$ cat config.mk
export PLATFORM = sky130hd
export DESIGN_NAME = fpu_shared_unit_arbiter
export DESIGN_NICKNAME = d
export VERILOG_FILES = /design/src/rtl/fpu_shared_unit_arbiter.sv
export SDC_FILE = /design/constraint.sdc
export NUM_CORES = 2
export LEC_CHECK = 0
export BUFFER_PORTS_ARGS = -buffer_cell sky130_fd_sc_hd__buf_4
export CAP_MARGIN = 20
export CORE_AREA = 2 2 642 644
export CTS_BUF_LIST = sky130_fd_sc_hd__clkbuf_16
export CTS_CLUSTER_DIAMETER = 80
export DETAILED_ROUTE_END_ITERATION = 6
export DIE_AREA = 0 0 644 646
export SYNTH_ARGS = -nofsm -noshare
export SYNTH_HDL_FRONTEND = slang
export SYNTH_SLANG_ARGS = --single-unit
$ cat constraint.sdc
create_clock -name clk -period 3.25 [get_ports clk]
set_input_delay 0.325 -clock clk [delete_from_list [all_inputs] [get_ports clk]]
set_output_delay 0.325 -clock clk [all_outputs]
set_load 0.01 [all_outputs]
$ cat src/rtl/fpu_shared_unit_arbiter.sv
// ----------------------------------------------------------------------------
// fpu_shared_unit_arbiter
//   Shares one FPU AddSub unit and one FPU MulDiv unit between NREQ
//   requesters (main arithmetic path, polynomial evaluator, transcendental
//   sequencer). Each side latches one pending operation per requester, serves
//   the pending slots round-robin one at a time, and routes the unit result
//   back as a one-hot done pulse. A watchdog completes a hung unit with the
//   x87 indefinite value and the invalid flag.
//
// Ports (AddSub side as_*, MulDiv side md_*; both sides identical):
//   clk, reset_n                 clock, async active-low reset
//   *_req  [NREQ]                one-cycle request pulse per requester
//   *_a, *_b [NREQ*80]           packed operands, requester i at [80i+79:80i]
//   as_sub / md_div [NREQ]       operation bit per requester
//   *_done [NREQ]                one-hot completion pulse
//   *_result [80], *_flags [4]   completion data {inv, ovf, unf, inx}
//   *_unit_enable/a/b/sub|div    start pulse and operands to the shared unit
//   *_unit_result/done/flags     unit response
//   *_busy                       side not idle or any slot pending
//   protocol_err                 pulse when a request hits an occupied slot
// ----------------------------------------------------------------------------

// One arbitration side: pending slots, round-robin pick, issue/wait FSM.
module fpu_arb_side #(
    parameter int NREQ           = 3,
    parameter int TIMEOUT_CYCLES = 255
) (
    input  logic                 clk,
    input  logic                 reset_n,
    input  logic [NREQ-1:0]      i_req,
    input  logic [NREQ*80-1:0]   i_a,
    input  logic [NREQ*80-1:0]   i_b,
    input  logic [NREQ-1:0]      i_op,
    output logic [NREQ-1:0]      o_done,
    output logic [79:0]          o_result,
    output logic [3:0]           o_flags,
    output logic                 o_unit_enable,
    output logic [79:0]          o_unit_a,
    output logic [79:0]          o_unit_b,
    output logic                 o_unit_op,
    input  logic [79:0]          i_unit_result,
    input  logic                 i_unit_done,
    input  logic [3:0]           i_unit_flags,
    output logic                 o_busy,
    output logic                 o_perr
);
    localparam int          PW      = (NREQ > 1) ? $clog2(NREQ) : 1;
    localparam logic [1:0]  S_IDLE  = 2'd0;
    localparam logic [1:0]  S_ISSUE = 2'd1;
    localparam logic [1:0]  S_WAIT  = 2'd2;
    localparam logic [79:0] INDEF   = 80'hFFFF_C000_0000_0000_0000;

    logic [1:0]             r_state;
    logic [PW-1:0]          r_ptr, r_gnt;
    logic [15:0]            r_cnt;
    logic [NREQ-1:0]        r_vld, r_op;
    logic [NREQ-1:0][79:0]  r_a, r_b;
    logic                   r_en, r_uop, r_perr;
    logic [79:0]            r_ua, r_ub, r_result;
    logic [3:0]             r_flags;
    logic [NREQ-1:0]        r_done;

    logic                   w_found, w_grant;
    logic [PW-1:0]          w_pick;
    logic [NREQ-1:0]        w_clr, w_acc, w_rej;

    // First valid slot after ptr. Scanning the search order backwards lets
    // the last hit (the nearest one) win without a break.
    always_comb begin
        logic [PW-1:0] idx;
        idx     = '0;
        w_found = 1'b0;
        w_pick  = '0;
        for (int k = NREQ; k >= 1; k--) begin
            idx = PW'((int'(r_ptr) + k) % NREQ);
            if (r_vld[idx]) begin
                w_found = 1'b1;
                w_pick  = idx;
            end
        end
    end

    assign w_grant = (r_state == S_IDLE) && w_found;
    assign w_clr   = w_grant ? (NREQ'(1) << w_pick) : '0;
    // A slot emptied by this edge's grant may take a new request on the same edge.
    assign w_acc   = i_req & (~r_vld | w_clr);
    assign w_rej   = i_req & r_vld & ~w_clr;

    always_ff @(posedge clk or negedge reset_n) begin
        if (!reset_n) begin
            r_vld <= '0;
            r_op  <= '0;
            r_a   <= '0;
            r_b   <= '0;
        end else begin
            for (int i = 0; i < NREQ; i++) begin
                if (w_acc[i]) begin
                    r_vld[i] <= 1'b1;
                    r_op[i]  <= i_op[i];
                    r_a[i]   <= i_a[80*i +: 80];
                    r_b[i]   <= i_b[80*i +: 80];
                end else if (w_clr[i]) begin
                    r_vld[i] <= 1'b0;
                end
            end
        end
    end

    always_ff @(posedge clk or negedge reset_n) begin
        if (!reset_n) begin
            r_state  <= S_IDLE;
            r_ptr    <= PW'(NREQ - 1);
            r_gnt    <= '0;
            r_cnt    <= '0;
            r_en     <= 1'b0;
            r_ua     <= '0;
            r_ub     <= '0;
            r_uop    <= 1'b0;
            r_done   <= '0;
            r_result <= '0;
            r_flags  <= '0;
            r_perr   <= 1'b0;
        end else begin
            r_en   <= 1'b0;
            r_done <= '0;
            r_perr <= |w_rej;
            case (r_state)
                S_IDLE: begin
                    if (w_found) begin
                        r_gnt   <= w_pick;
                        r_ptr   <= w_pick;
                        r_ua    <= r_a[w_pick];
                        r_ub    <= r_b[w_pick];
                        r_uop   <= r_op[w_pick];
                        r_en    <= 1'b1;
                        r_state <= S_ISSUE;
                    end
                end
                S_ISSUE: begin
                    r_cnt   <= '0;
                    r_state <= S_WAIT;
                end
                S_WAIT: begin
                    // A real completion wins over a coincident timeout.
                    if (i_unit_done) begin
                        r_result <= i_unit_result;
                        r_flags  <= i_unit_flags;
                        r_done   <= NREQ'(1) << r_gnt;
                        r_state  <= S_IDLE;
                    end else if (r_cnt == 16'(TIMEOUT_CYCLES)) begin
                        r_result <= INDEF;
                        r_flags  <= 4'b1000;
                        r_done   <= NREQ'(1) << r_gnt;
                        r_state  <= S_IDLE;
                    end else begin
                        r_cnt <= r_cnt + 16'd1;
                    end
                end
                default: r_state <= S_IDLE;
            endcase
        end
    end

    assign o_done        = r_done;
    assign o_result      = r_result;
    assign o_flags       = r_flags;
    assign o_unit_enable = r_en;
    assign o_unit_a      = r_ua;
    assign o_unit_b      = r_ub;
    assign o_unit_op     = r_uop;
    assign o_busy        = (r_state != S_IDLE) || (|r_vld);
    assign o_perr        = r_perr;
endmodule

module fpu_shared_unit_arbiter #(
    parameter int NREQ           = 3,
    parameter int TIMEOUT_CYCLES = 255
) (
    input  logic                 clk,
    input  logic                 reset_n,
    input  logic [NREQ-1:0]      as_req,
    input  logic [NREQ*80-1:0]   as_a,
    input  logic [NREQ*80-1:0]   as_b,
    input  logic [NREQ-1:0]      as_sub,
    output logic [NREQ-1:0]      as_done,
    output logic [79:0]          as_result,
    output logic [3:0]           as_flags,
    output logic                 as_unit_enable,
    output logic [79:0]          as_unit_a,
    output logic [79:0]          as_unit_b,
    output logic                 as_unit_sub,
    input  logic [79:0]          as_unit_result,
    input  logic                 as_unit_done,
    input  logic [3:0]           as_unit_flags,
    output logic                 as_busy,
    input  logic [NREQ-1:0]      md_req,
    input  logic [NREQ*80-1:0]   md_a,
    input  logic [NREQ*80-1:0]   md_b,
    input  logic [NREQ-1:0]      md_div,
    output logic [NREQ-1:0]      md_done,
    output logic [79:0]          md_result,
    output logic [3:0]           md_flags,
    output logic                 md_unit_enable,
    output logic [79:0]          md_unit_a,
    output logic [79:0]          md_unit_b,
    output logic                 md_unit_div,
    input  logic [79:0]          md_unit_result,
    input  logic                 md_unit_done,
    input  logic [3:0]           md_unit_flags,
    output logic                 md_busy,
    output logic                 protocol_err
);
    logic w_as_perr, w_md_perr;

    fpu_arb_side #(.NREQ(NREQ), .TIMEOUT_CYCLES(TIMEOUT_CYCLES)) u_as (
        .clk(clk), .reset_n(reset_n),
        .i_req(as_req), .i_a(as_a), .i_b(as_b), .i_op(as_sub),
        .o_done(as_done), .o_result(as_result), .o_flags(as_flags),
        .o_unit_enable(as_unit_enable), .o_unit_a(as_unit_a),
        .o_unit_b(as_unit_b), .o_unit_op(as_unit_sub),
        .i_unit_result(as_unit_result), .i_unit_done(as_unit_done),
        .i_unit_flags(as_unit_flags), .o_busy(as_busy), .o_perr(w_as_perr)
    );

    fpu_arb_side #(.NREQ(NREQ), .TIMEOUT_CYCLES(TIMEOUT_CYCLES)) u_md (
        .clk(clk), .reset_n(reset_n),
        .i_req(md_req), .i_a(md_a), .i_b(md_b), .i_op(md_div),
        .o_done(md_done), .o_result(md_result), .o_flags(md_flags),
        .o_unit_enable(md_unit_enable), .o_unit_a(md_unit_a),
        .o_unit_b(md_unit_b), .o_unit_op(md_unit_div),
        .i_unit_result(md_unit_result), .i_unit_done(md_unit_done),
        .i_unit_flags(md_unit_flags), .o_busy(md_busy), .o_perr(w_md_perr)
    );

    // Both per-side error pulses are already registered.
    assign protocol_err = w_as_perr | w_md_perr;
endmodule

==> flow_metrics.tcl <==
set metrics [dict create \
    outcome "finished, final reports clean" \
    fill_cells 43020 \
    fin_crit_sh_pct 98.36 \
    timing_worst_slew_pin_value_ns 1.166 \
    ys_top_cells_by_area "sky130_fd_sc_hd__dfrtp_1 61%, sky130_fd_sc_hd__mux2_2 15%, sky130_fd_sc_hd__mux2i_1 5.4%" \
    yosysWarningCount 0 \
    finalCoreUtilization_pct 24.48 \
    synth_largest_type_area_fraction_pct 61.19 \
    synth_top_cells_by_count "1512 x sky130_fd_sc_hd__dfrtp_1, 810 x sky130_fd_sc_hd__mux2_2, 338 x sky130_fd_sc_hd__o21ai_0" \
    drc_errors 0 \
    clock_skew_ns 0.1104 \
    synth.most_common_cell "sky130_fd_sc_hd__dfrtp_1" \
    worstSetupEndpointType "register" \
    port-buffer-count 1644 \
    layout_min_cycle_time_ns 3.197 \
    num_rows 235 \
    max_freq_ghz 0.3128 \
    cts_tree "yes" \
    wl_met3_mm 39.84 \
    timing.max_cap.violations 0 \
    fin_ws_ns 0.05345 \
    gp_congestion 0.9441 \
    register_area_mm2 0.03789 \
    cp_data_arrival_time_ns 3.88 \
    synth-adder-area-share_pct 0.2023 \
    holdCritPathClass "in -> reg" \
    numPlacedInstances 11520 \
    boundaryPins 1645 \
    switchingPower_mw 42.01 \
    drt_pass1_iterations 6 \
    area_share_of_and_or_nand_nor_cells_after_synthesis_pct 4.524 \
    cellInternalPower_mw 62.82 \
    drt_iter0_drcs 4110 \
    area.growth.synth_to_final_pct 61.81 \
    totalWireLength_mm 358.7 \
    syn_nets 5688 \
    hp-start "md_b[29]" \
    post-dp-hpwl_mm 287.1 \
    final_net_count 8565 \
    critPathLaunchType "register" \
    timing.reg2reg.setup_slack_ns 0.05 \
    vias_after_detailed_routing 51800 \
    dominantRegCellSynth "sky130_fd_sc_hd__dfrtp_1" \
    clock_latency_ns 0.90 \
    cts.clk_slew.worst_paths_ns 0.06 \
    synth_seq_area_share_pct 61.27 \
    criticalPathCategory "reg -> reg" \
    p_leak_nw 45.38 \
    slew_violations 0 \
    number_of_endpoints_failing_setup_at_the_final_stage 0 \
    largest_net_degree_at_the_start_of_global_routing 137 \
    final_cell_count_without_fillers 13130 \
    grt_first_pass_wirelength_mm 472.7 \
    holdPathStages 3 \
    grt.overflow.total 0 \
    post_synth_edffs 0 \
    pre_cts_ws_ns 0.003284 \
    maxSlewHeadroom_pct 22.30 \
    synth.distinct_cells 54 \
    multi_input_comb_area_mm2 0.02266 \
    power-per-cell-area_mw_per_mm2 1048 \
    final.hold.worst_slack_ns 0.1875 \
    number_of_antenna_violations_at_the_first_check_in_global_routing 218 \
    end_point_of_the_worst_hold_path "u_md.r_b[29]" \
    cts_sink_cnt 1514 \
    power.share.clock_pct 19.6 \
    detail_route.vias_per_cell 3.946 \
    netSwitchingFraction_pct 40.07 \
    cts.root.buffer_cell "sky130_fd_sc_hd__clkbuf_16" \
    die_area_mm2 0.4160 \
    first_global_vias 53660 \
    synth_compound_gate_area_share_pct 8.252 \
    ctsHtreeMaxLevel 4 \
    portion_of_netlist_area_occupied_by_mux_cells_pct 22.99 \
    grtUsageTotal_pct 16.44 \
    syn_avg_cell_area_um2 13.64 \
    combinationalPowerShare_pct 46.9 \
    synth.largest_area_cell "sky130_fd_sc_hd__dfrtp_1" \
    met2RoutedLength_mm 154.7 \
    post_route_cells_drive_above_1_share_pct 39.45 \
    final-hold-violation-count 0 \
    regToRegStartpoint "u_as.r_gnt[0]" \
    rr_endpoint "u_as.o_unit_b[21]" \
    ys_seq_elements 1514 \
    dieWidth_um 644 \
    critical_path_required_ns 3.93 \
    detail_route.wl_per_cell_um 27.33 \
    drt.antenna.violating_nets 0 \
    synthesis.instances 4534 \
    vdd_drop_max_mv 1.020 \
    die_h_um 646 \
    synth_top_family_by_area "multiplexers" \
    met1Wirelength_mm 149.2 \
    seq_power_share_pct 33.5 \
    top_layer_used "met5" \
    core_region_area_mm2 0.4087 \
    floorplan.initialDensity_pct 15.13 \
    worst-path-max-fanout 133 \
    rr_worst_depth 11 \
    clock_path_buffers 4 \
    tritoncts.num_buffers 187 \
    synth_area_mm2 0.06183 \
    synthArstFlopShare_pct 100.0 \
    yosys.area_share.xor_xnor_pct 0.3541 \
]
[state kept, by name, summed over array words and instances, names as in the netlist, 80 cells and up]
register	cells
u_as.o_unit_b	80
u_md.o_unit_b	80
u_as.o_result	80
u_md.r_a	240
u_md.o_result	80
u_md.o_unit_a	80
u_md.r_b	240
u_as.o_unit_a	80
u_as.r_a	240
u_as.r_b	240
[power by group through the flow]
stage          clock network [mW]  registers [mW]  logic [mW]
6_report                     20.5            35.1        49.2
5_1_grt                      21.7            35.9        52.7
4_1_cts                      21.0            34.8        49.3
3_5_place_dp                    0            35.0        47.7
3_3_place_gp                    0            34.8        47.1
2_1_floorplan                   0            33.6        25.0
[metrics by stage]
stage | instance area, µm² | total power [mW] | TNS, ns
4_1_cts | 99570 | 105.1 | 0
5_1_grt | 99920 | 110.3 | -0.01056
3_3_place_gp | 82180 | 81.92 | 0
2_1_floorplan | 61830 | 58.54 | 0
6_report | 100100 | 104.8 | 0
3_5_place_dp | 82180 | 82.68 | 0
[cell type report]
| cell class | count | share of cell area [%] |
|---|---|---|
| well taps | 5451 | 6.816 |
| multi-input cells | 2679 | 22.65 |
| clock buffers | 189 | 4.727 |
| flip-flops and latches | 1514 | 37.87 |
| diodes | 117 | 0.2926 |
| inverters | 16 | 0.06753 |
| clock inverters | 147 | 1.199 |
| repair buffers | 3013 | 26.38 |
[layout by cell type (no fill, tap or decap), types with 158 or more instances in the layout]
master | Yosys | final
sky130_fd_sc_hd__buf_4 | 18 | 1796
sky130_fd_sc_hd__dfrtp_1 | 1512 | 1511
sky130_fd_sc_hd__dlygate4sd3_1 | 0 | 1145
sky130_fd_sc_hd__mux2_2 | 810 | 810
sky130_fd_sc_hd__o21ai_0 | 338 | 337
sky130_fd_sc_hd__and3_1 | 332 | 330
sky130_fd_sc_hd__a21oi_1 | 328 | 328
sky130_fd_sc_hd__mux2i_1 | 331 | 325
sky130_fd_sc_hd__clkbuf_16 | 0 | 192
sky130_fd_sc_hd__mux2_1 | 158 | 158
[worst max-delay path by stage]
stage	start	end	slack, ns	cells after the start
after detailed placement	u_md.r_gnt[0]	u_md.r_a[46]	0.003	9
after CTS	u_md.r_gnt[0]	u_md.r_b[10]	0.02	9
final	u_as.r_gnt[0]	u_as.o_unit_b[21]	0.05	11
after global routing	u_as.r_gnt[0]	u_as.r_b[93]	-0.01	11
after global placement	u_md.r_ptr[1]	u_md.r_b[231]	0.03	11
after floorplan	u_md.r_gnt[0]	u_md.r_a[68]	0.38	11
[critical path, cell delays in order (launching register included)]
cell	delay (ns)
sky130_fd_sc_hd__dfrtp_1	0.39
sky130_fd_sc_hd__inv_1	0.08
sky130_fd_sc_hd__ha_2	0.37
sky130_fd_sc_hd__mux2i_2	0.26
sky130_fd_sc_hd__o22ai_2	0.15
sky130_fd_sc_hd__o31ai_4	0.35
sky130_fd_sc_hd__buf_4	0.21
sky130_fd_sc_hd__inv_4	0.05
sky130_fd_sc_hd__buf_12	0.18
sky130_fd_sc_hd__and3_1	0.44
sky130_fd_sc_hd__a21oi_1	0.11
sky130_fd_sc_hd__o21ai_0	0.12
[logic make-up (layout without fill, tap and decap cells)]
logic type | Yosys count | after routing
buffers and inverters | 341 | 3365
and+or+nand+nor | 476 | 476
xor gates and xnor gates | 25 | 25
AOI/OAI and AO/OA | 869 | 869
other | 0 | 117
DFF | 1514 | 1514
muxes | 1299 | 1299
adders and majority gates | 10 | 10
[routing by layer]
layer	up-vias	GRT usage [%]
li1	22380	-
met1	26480	20.69
met2	2163	24.59
met3	682	7.339
met4	94	6.165
met5	-	0
[timing repair]
action                                 in CTS  in global routing
endpoints found under the hold margin    1452                  0
gates resized for setup                     0                 24
setup endpoints to repair                   0                495
setup buffers                               0                  4
hold buffers                             1145                  0
Note: power is estimated with default switching activity, not from simulation.
